==> config.mk <==
export PLATFORM = sky130hd
export DESIGN_NAME = zap_wb_arbiter
export DESIGN_NICKNAME = d
export VERILOG_FILES = /design/src/rtl/zap_wb_pkg.sv /design/src/rtl/zap_wb_rr_pick.sv /design/src/rtl/zap_wb_arbiter.sv
export SDC_FILE = /design/constraint.sdc
export NUM_CORES = 1
export LEC_CHECK = 0
export ABC_AREA = 1
export CORE_AREA = 2 2 114 116
export DETAILED_ROUTE_END_ITERATION = 6
export DIE_AREA = 0 0 116 118
export DONT_BUFFER_PORTS = 1
export GPL_TIMING_DRIVEN = 0
export PLACE_DENSITY = 0.34
export SETUP_SLACK_MARGIN = 0.15
export SYNTH_ARGS = -nofsm -noshare
export SYNTH_HDL_FRONTEND = slang
export SYNTH_HIERARCHICAL = 1
export SYNTH_SLANG_ARGS = --single-unit
==> constraint.sdc <==
create_clock -name i_clk -period 1.8 [get_ports i_clk]
set_input_delay 0.36 -clock i_clk [delete_from_list [all_inputs] [get_ports i_clk]]
set_output_delay 0.36 -clock i_clk [all_outputs]
set_load 0.005 [all_outputs]
==> src/rtl/zap_wb_pkg.sv <==
// Shared Wishbone definitions for the ZAP bus fabric: cycle-type encodings
// and the arbiter state type.
package zap_wb_pkg;

  localparam logic [2:0] CTI_CLASSIC = 3'b000;
  localparam logic [2:0] CTI_BURST   = 3'b010;
  localparam logic [2:0] CTI_EOB     = 3'b111;

  typedef enum logic [1:0] {
    ARB_IDLE = 2'b00,
    ARB_GNT0 = 2'b01,
    ARB_GNT1 = 2'b10
  } arb_state_t;

endpackage

==> src/rtl/zap_wb_rr_pick.sv <==
// Two-way request picker shared by the idle and release paths of the
// Wishbone arbiter; a tie goes to the master that was not granted last.
module zap_wb_rr_pick
  import zap_wb_pkg::*;
#(
  parameter int ROUND_ROBIN = 1
) (
  input  logic [1:0] req,
  input  logic       last_gnt,
  output logic       pick,
  output logic       valid
);

  // Choose the winning master from the current request vector.
  always_comb begin
    valid = |req;
    pick  = 1'b0;
    if (req == 2'b11) begin
      if (ROUND_ROBIN != 0) begin
        pick = ~last_gnt;
      end else begin
        pick = 1'b0;
      end
    end else begin
      pick = req[1];
    end
  end

endmodule

==> src/rtl/zap_wb_arbiter.sv <==
// Two-master to one-slave Wishbone B3 arbiter. The grant is held across a
// CTI burst until its end-of-burst beat (or BURST_MAX beats) is acked.
module zap_wb_arbiter
  import zap_wb_pkg::*;
#(
  parameter int ROUND_ROBIN = 1,
  parameter int BURST_MAX   = 16
) (
  input  logic        i_clk,
  input  logic        i_reset,
  input  logic [1:0]  i_wb_cyc_m,
  input  logic [1:0]  i_wb_stb_m,
  input  logic [1:0]  i_wb_we_m,
  input  logic [7:0]  i_wb_sel_m,
  input  logic [5:0]  i_wb_cti_m,
  input  logic [63:0] i_wb_adr_m,
  input  logic [63:0] i_wb_dat_m,
  output logic [1:0]  o_wb_ack_m,
  output logic [31:0] o_wb_dat_m,
  output logic        o_wb_cyc,
  output logic        o_wb_stb,
  output logic        o_wb_we,
  output logic [3:0]  o_wb_sel,
  output logic [2:0]  o_wb_cti,
  output logic [31:0] o_wb_adr,
  output logic [31:0] o_wb_dat,
  input  logic        i_wb_ack,
  input  logic [31:0] i_wb_dat
);

  localparam int CTR_W = $clog2(BURST_MAX + 1);

  arb_state_t       state_r;
  logic             last_gnt_r;
  logic [CTR_W-1:0] beat_ctr_r;

  logic [1:0] req_s;
  logic       pick_s;
  logic       pick_valid_s;
  logic       gnt_s;
  logic       idx_s;
  logic       cur_cyc_s;
  logic       cur_stb_s;
  logic [2:0] cur_cti_s;
  logic       acked_s;
  logic       rel_s;

  assign req_s = i_wb_cyc_m & i_wb_stb_m;

  zap_wb_rr_pick #(
    .ROUND_ROBIN (ROUND_ROBIN)
  ) u_pick (
    .req      (req_s),
    .last_gnt (last_gnt_r),
    .pick     (pick_s),
    .valid    (pick_valid_s)
  );

  // Decode the current owner; reset masks the bus in the same cycle.
  always_comb begin
    gnt_s = 1'b0;
    idx_s = 1'b0;
    if (!i_reset) begin
      case (state_r)
        ARB_GNT0: begin
          gnt_s = 1'b1;
          idx_s = 1'b0;
        end
        ARB_GNT1: begin
          gnt_s = 1'b1;
          idx_s = 1'b1;
        end
        default: begin
          gnt_s = 1'b0;
          idx_s = 1'b0;
        end
      endcase
    end else begin
      gnt_s = 1'b0;
    end
  end

  assign cur_cyc_s = idx_s ? i_wb_cyc_m[1]   : i_wb_cyc_m[0];
  assign cur_stb_s = idx_s ? i_wb_stb_m[1]   : i_wb_stb_m[0];
  assign cur_cti_s = idx_s ? i_wb_cti_m[5:3] : i_wb_cti_m[2:0];
  assign acked_s   = gnt_s & cur_stb_s & i_wb_ack;

  // A dropped CYC also ends ownership so an idle owner cannot hog the bus.
  assign rel_s = gnt_s & ((acked_s & ((cur_cti_s == CTI_EOB) |
                          (beat_ctr_r == CTR_W'(BURST_MAX - 1)))) | ~cur_cyc_s);

  // Route the granted master to the slave and the slave response back.
  always_comb begin
    o_wb_cyc   = 1'b0;
    o_wb_stb   = 1'b0;
    o_wb_we    = 1'b0;
    o_wb_sel   = 4'h0;
    o_wb_cti   = 3'b000;
    o_wb_adr   = 32'h0;
    o_wb_dat   = 32'h0;
    o_wb_dat_m = 32'h0;
    o_wb_ack_m = 2'b00;
    if (gnt_s) begin
      o_wb_cyc   = cur_cyc_s;
      o_wb_stb   = cur_stb_s;
      o_wb_we    = idx_s ? i_wb_we_m[1]      : i_wb_we_m[0];
      o_wb_sel   = idx_s ? i_wb_sel_m[7:4]   : i_wb_sel_m[3:0];
      o_wb_cti   = cur_cti_s;
      o_wb_adr   = idx_s ? i_wb_adr_m[63:32] : i_wb_adr_m[31:0];
      o_wb_dat   = idx_s ? i_wb_dat_m[63:32] : i_wb_dat_m[31:0];
      o_wb_dat_m = i_wb_dat;
      o_wb_ack_m = idx_s ? {acked_s, 1'b0} : {1'b0, acked_s};
    end else begin
      o_wb_ack_m = 2'b00;
    end
  end

  // Grant state machine with burst lock and beat counting.
  always_ff @(posedge i_clk) begin
    if (i_reset) begin
      state_r    <= ARB_IDLE;
      last_gnt_r <= 1'b1;
      beat_ctr_r <= {CTR_W{1'b0}};
    end else begin
      case (state_r)
        ARB_IDLE: begin
          beat_ctr_r <= {CTR_W{1'b0}};
          if (pick_valid_s) begin
            state_r    <= pick_s ? ARB_GNT1 : ARB_GNT0;
            last_gnt_r <= pick_s;
          end
        end
        ARB_GNT0, ARB_GNT1: begin
          if (rel_s) begin
            beat_ctr_r <= {CTR_W{1'b0}};
            if (pick_valid_s) begin
              state_r    <= pick_s ? ARB_GNT1 : ARB_GNT0;
              last_gnt_r <= pick_s;
            end else begin
              state_r <= ARB_IDLE;
            end
          end else if (acked_s) begin
            beat_ctr_r <= beat_ctr_r + CTR_W'(1);
          end
        end
        default: begin
          state_r    <= ARB_IDLE;
          beat_ctr_r <= {CTR_W{1'b0}};
        end
      endcase
    end
  end

endmodule

==> impl_metrics.py <==
metrics = {
    "run_status": {
        "status": "finished with violations",
        "violations": "setup timing",
    },
    "timing": {
        "slew_viol_final": 0,
        "hold_viol_final": 0,
        "relSlewSlack": 0.758,
        "setup_viol": 105,
        "rsz0062_at_grt": "yes",
        "worst_pin_slew_ns": 0.361,
        "timing.fmax_mhz": 522,
        "clock_skew_ns": 0.00408,
        "finalCriticalPeriod_ns": 1.92,
        "post-route-period-util": 1.06,
        "tns_ns": -5.67,
        "fin_ws_ns": -0.115,
    },
    "synth": {
        "yosysTopAreaCellShare": 0.367,
        "ys_types": 24,
        "synth_area_um2": 1850,
        "yosysWarnings": 6,
        "seq_area_frac_synth": 0.0866,
        "synthesis.nets": 589,
        "postSynthCellCount": 401,
        "synth-seq-cells": 8,
        "synth_top_cell_by_area": "nor2_1",
        "synth.area.top_cells": "nor2_1, nor3_1, inv_1",
        "syn_avg_cell_area_um2": 4.61,
    },
    "global_route": {
        "antenna_found_initial": 0,
        "grt_pass1_wl_um": 14300,
        "gr-usage-all-layers": 0.139,
        "grt_pass1_vias": 2669,
        "grt_start_max_net_pins": 11,
        "grt_overflow_total": 0,
    },
    "layout": {
        "stdcell_area_um2": 3570,
        "regArea_um2": 168,
        "layout-drive-gt1-share": 0.433,
        "antenna_cells": 0,
        "n_fill_cell": 1343,
        "nets": 606,
        "area_delta_synth_final_pct": 93.0,
        "multi_input_area_um2": 2310,
    },
    "drt": {
        "dr.pass1.iters": 5,
        "wirelength_um": 10800,
        "drt_iter0_markers": 85,
        "vias": 2726,
        "drc_errors": 0,
        "routed_via_density": 4.64,
        "wire_per_inst_um": 18.4,
        "ant_nets": 0,
    },
    "critical_path": {
        "cp-start-kind": "flop",
        "startpoint": "state_r[1]$_SDFFE_PP0P_",
        "critPathCaptureType": "output pin",
        "crit_family": "flip-flops",
        "r2r_start": "state_r[1]$_SDFFE_PP0P_",
        "critPathMaxFanout": 10,
        "rr_worst_depth": 14,
        "path_class": "flop to output pin",
        "cp_cell_sequence": "inv_4, ha_4, nand2_8, clkbuf_4, nor3_2",
        "critPathRequiredTime_ns": 1.44,
        "crit_slowest_cell": "dfxtp_4",
        "path_buf_inv": 2,
        "arrival_ns": 1.56,
        "cp_slowest_stage_delay_ns": 0.37,
        "reg2reg_to": "last_gnt_r$_SDFFE_PP1P_",
        "regToRegSetupSlack_ns": -0.04,
    },
    "placement": {
        "hpwlAfterDp_um": 8330,
        "post_dp_cell_area_um2": 2100,
        "place_ws_ns": -0.436,
        "gp_congestion": 0.795,
        "portBuffers": 0,
    },
    "clocking": {
        "clock_latency_ns": 0.23,
        "cts-root-buf": "clkbuf_16",
        "path_clk_slew_ns": 0.04,
        "cts_made_buffers": 3,
        "htree_levels": 1,
        "clock_sinks": 8,
        "tritoncts": "done",
        "cts_buffer_depth": 2,
    },
    "floorplanning": {
        "core_area_um2": 12400,
        "die_x_um": 116,
        "die_area_um2": 13700,
        "ios": 291,
        "die_y_um": 118,
        "initial_core_util": 0.149,
        "std_cell_rows": 41,
    },
    "power_and_ir_drop": {
        "seq_power_share": 0.053,
        "netSwitchingPower_w": 0.00258,
        "swShare": 0.535,
        "pwr-share-clk": 0.078,
        "intPower_w": 0.00224,
        "powerDensity_nw_per_um2": 1350,
        "p_leak_nw": 1.33,
        "power_w": 0.00482,
        "p_comb_frac": 0.869,
        "ir_drop_mv": 0.520,
    },
    "min_path": {
        "hold_end": "last_gnt_r$_SDFFE_PP1P_",
        "hold-path-cell-count": 2,
        "hold_start": "i_reset",
        "hp-class": "input pin to flop",
    },
    "job": {
        "drv_cap": 0,
    },
}
[synth_stat cells]
cell type	count
dfxtp_1	8
inv_2	1
nor3_1	69
buf_6	1
buf_1	6
xnor2_1	1
o21ai_1	1
inv_4	1
buf_2	1
clkbuf_1	18
nor2_4	1
or2_0	3
a21oi_2	1
nand4_1	1
or2_1	1
ha_1	5
a21oi_1	11
nor2_1	181
nand3_1	8
inv_1	48
nand2_2	4
nand3b_1	1
nand2_1	28
buf_4	1
[worst reg2reg max path, delay by kind of cell (launching register included)]
family	cells	cell delay, ns
AO/OA/AOI/OAI	1	0.13
flip-flops	1	0.37
AND/OR/NAND/NOR	10	0.73
adder cells (fa/ha/maj)	1	0.28
buffers and inverters	2	0.18
[how the worst max path moves through the flow]
stage | end | cells after the start | slack [ns]
finish | o_wb_dat[1] | 5 | -0.12
global route | o_wb_ack_m[0] | 8 | -0.17
CTS | o_wb_adr[24] | 6 | -0.14
detailed placement | o_wb_sel[3] | 6 | -0.44
global placement | o_wb_we | 6 | -0.50
floorplan | o_wb_adr[0] | 7 | 0.07
[per-stage QoR]
| step | hold WS, ns | util | cells |
|---|---|---|---|
| after global placement | 0.451 | 0.169 | 573 |
| after CTS | 0.310 | 0.261 | 584 |
| after floorplan | 0.429 | - | 401 |
| final | 0.310 | 0.288 | 588 |
| after detailed placement | 0.451 | 0.169 | 573 |
| after global routing | 0.318 | 0.288 | 588 |
[sequential cells by signal, indices dropped and copies added (netlist names)]
| register | count |
|---|---|
| state_r | 2 |
| last_gnt_r | 1 |
| beat_ctr_r | 5 |
[logic make-up after synthesis]
kind of cell,count (synthesis),share of synthesized area
and+or+nand+nor,297,0.673
adders and majority gates,5,0.0338
AOI/OAI and AO/OA,13,0.0372
xor gates and xnor gates,1,0.00474
buffers and inverters,77,0.164
DFF,8,0.0866
[routing by layer]
| layer | up-vias | share of wire | wire length (µm) | global-route usage |
|---|---|---|---|---|
| met5 | - | 0 | 0 | 0 |
| met4 | 0 | 0.019 | 205 | 0.0350 |
| met3 | 16 | 0.14 | 1520 | 0.0772 |
| met2 | 199 | 0.51 | 5540 | 0.258 |
| met1 | 1247 | 0.33 | 3550 | 0.130 |
| li1 | 1264 | - | - | - |
[power by group through the flow]
stage | Sequential, W | Clock, W | Combinational, W
after floorplan | 0.000231 | 0 | 0.00162
after global placement | 0.000237 | 0 | 0.00222
after detailed placement | 0.000237 | 0 | 0.00224
after CTS | 0.000243 | 0.000390 | 0.00380
after global routing | 0.000258 | 0.000405 | 0.00451
final | 0.000254 | 0.000379 | 0.00419
[placed cells by master, fill, tap and decap left out, types with 4 or more instances in the layout]
cell type  instances
nor2_1           134
inv_1             45
nor2_4            35
nor3_2            35
nor3_4            33
nand2_1           25
nor2_2            13
buf_12             9
buf_4              9
clkbuf_16          9
nand3_1            8
clkbuf_4           7
a21oi_1            7
dfxtp_1            6
clkbuf_8           5
nand2_2            5
inv_4              4
[area by class of cell]
class	instances	area share
Clock buffer	3	0.0210
Buffer	27	0.114
Sequential cell	8	0.0470
Timing Repair Buffer	12	0.0547
Multi-Input combinational cell	316	0.648
Tap cell	172	0.0603
Inverter	50	0.0554
[repair_timing]
action,CTS,global route
resized for setup,225,66
pin swaps,28,10
setup buffers,6,1
cloned,2,3
hold buffers,0,0
endpoints found under the setup margin,116,116
endpoints found under the hold margin,0,0
(Power assumes the default switching activity.)
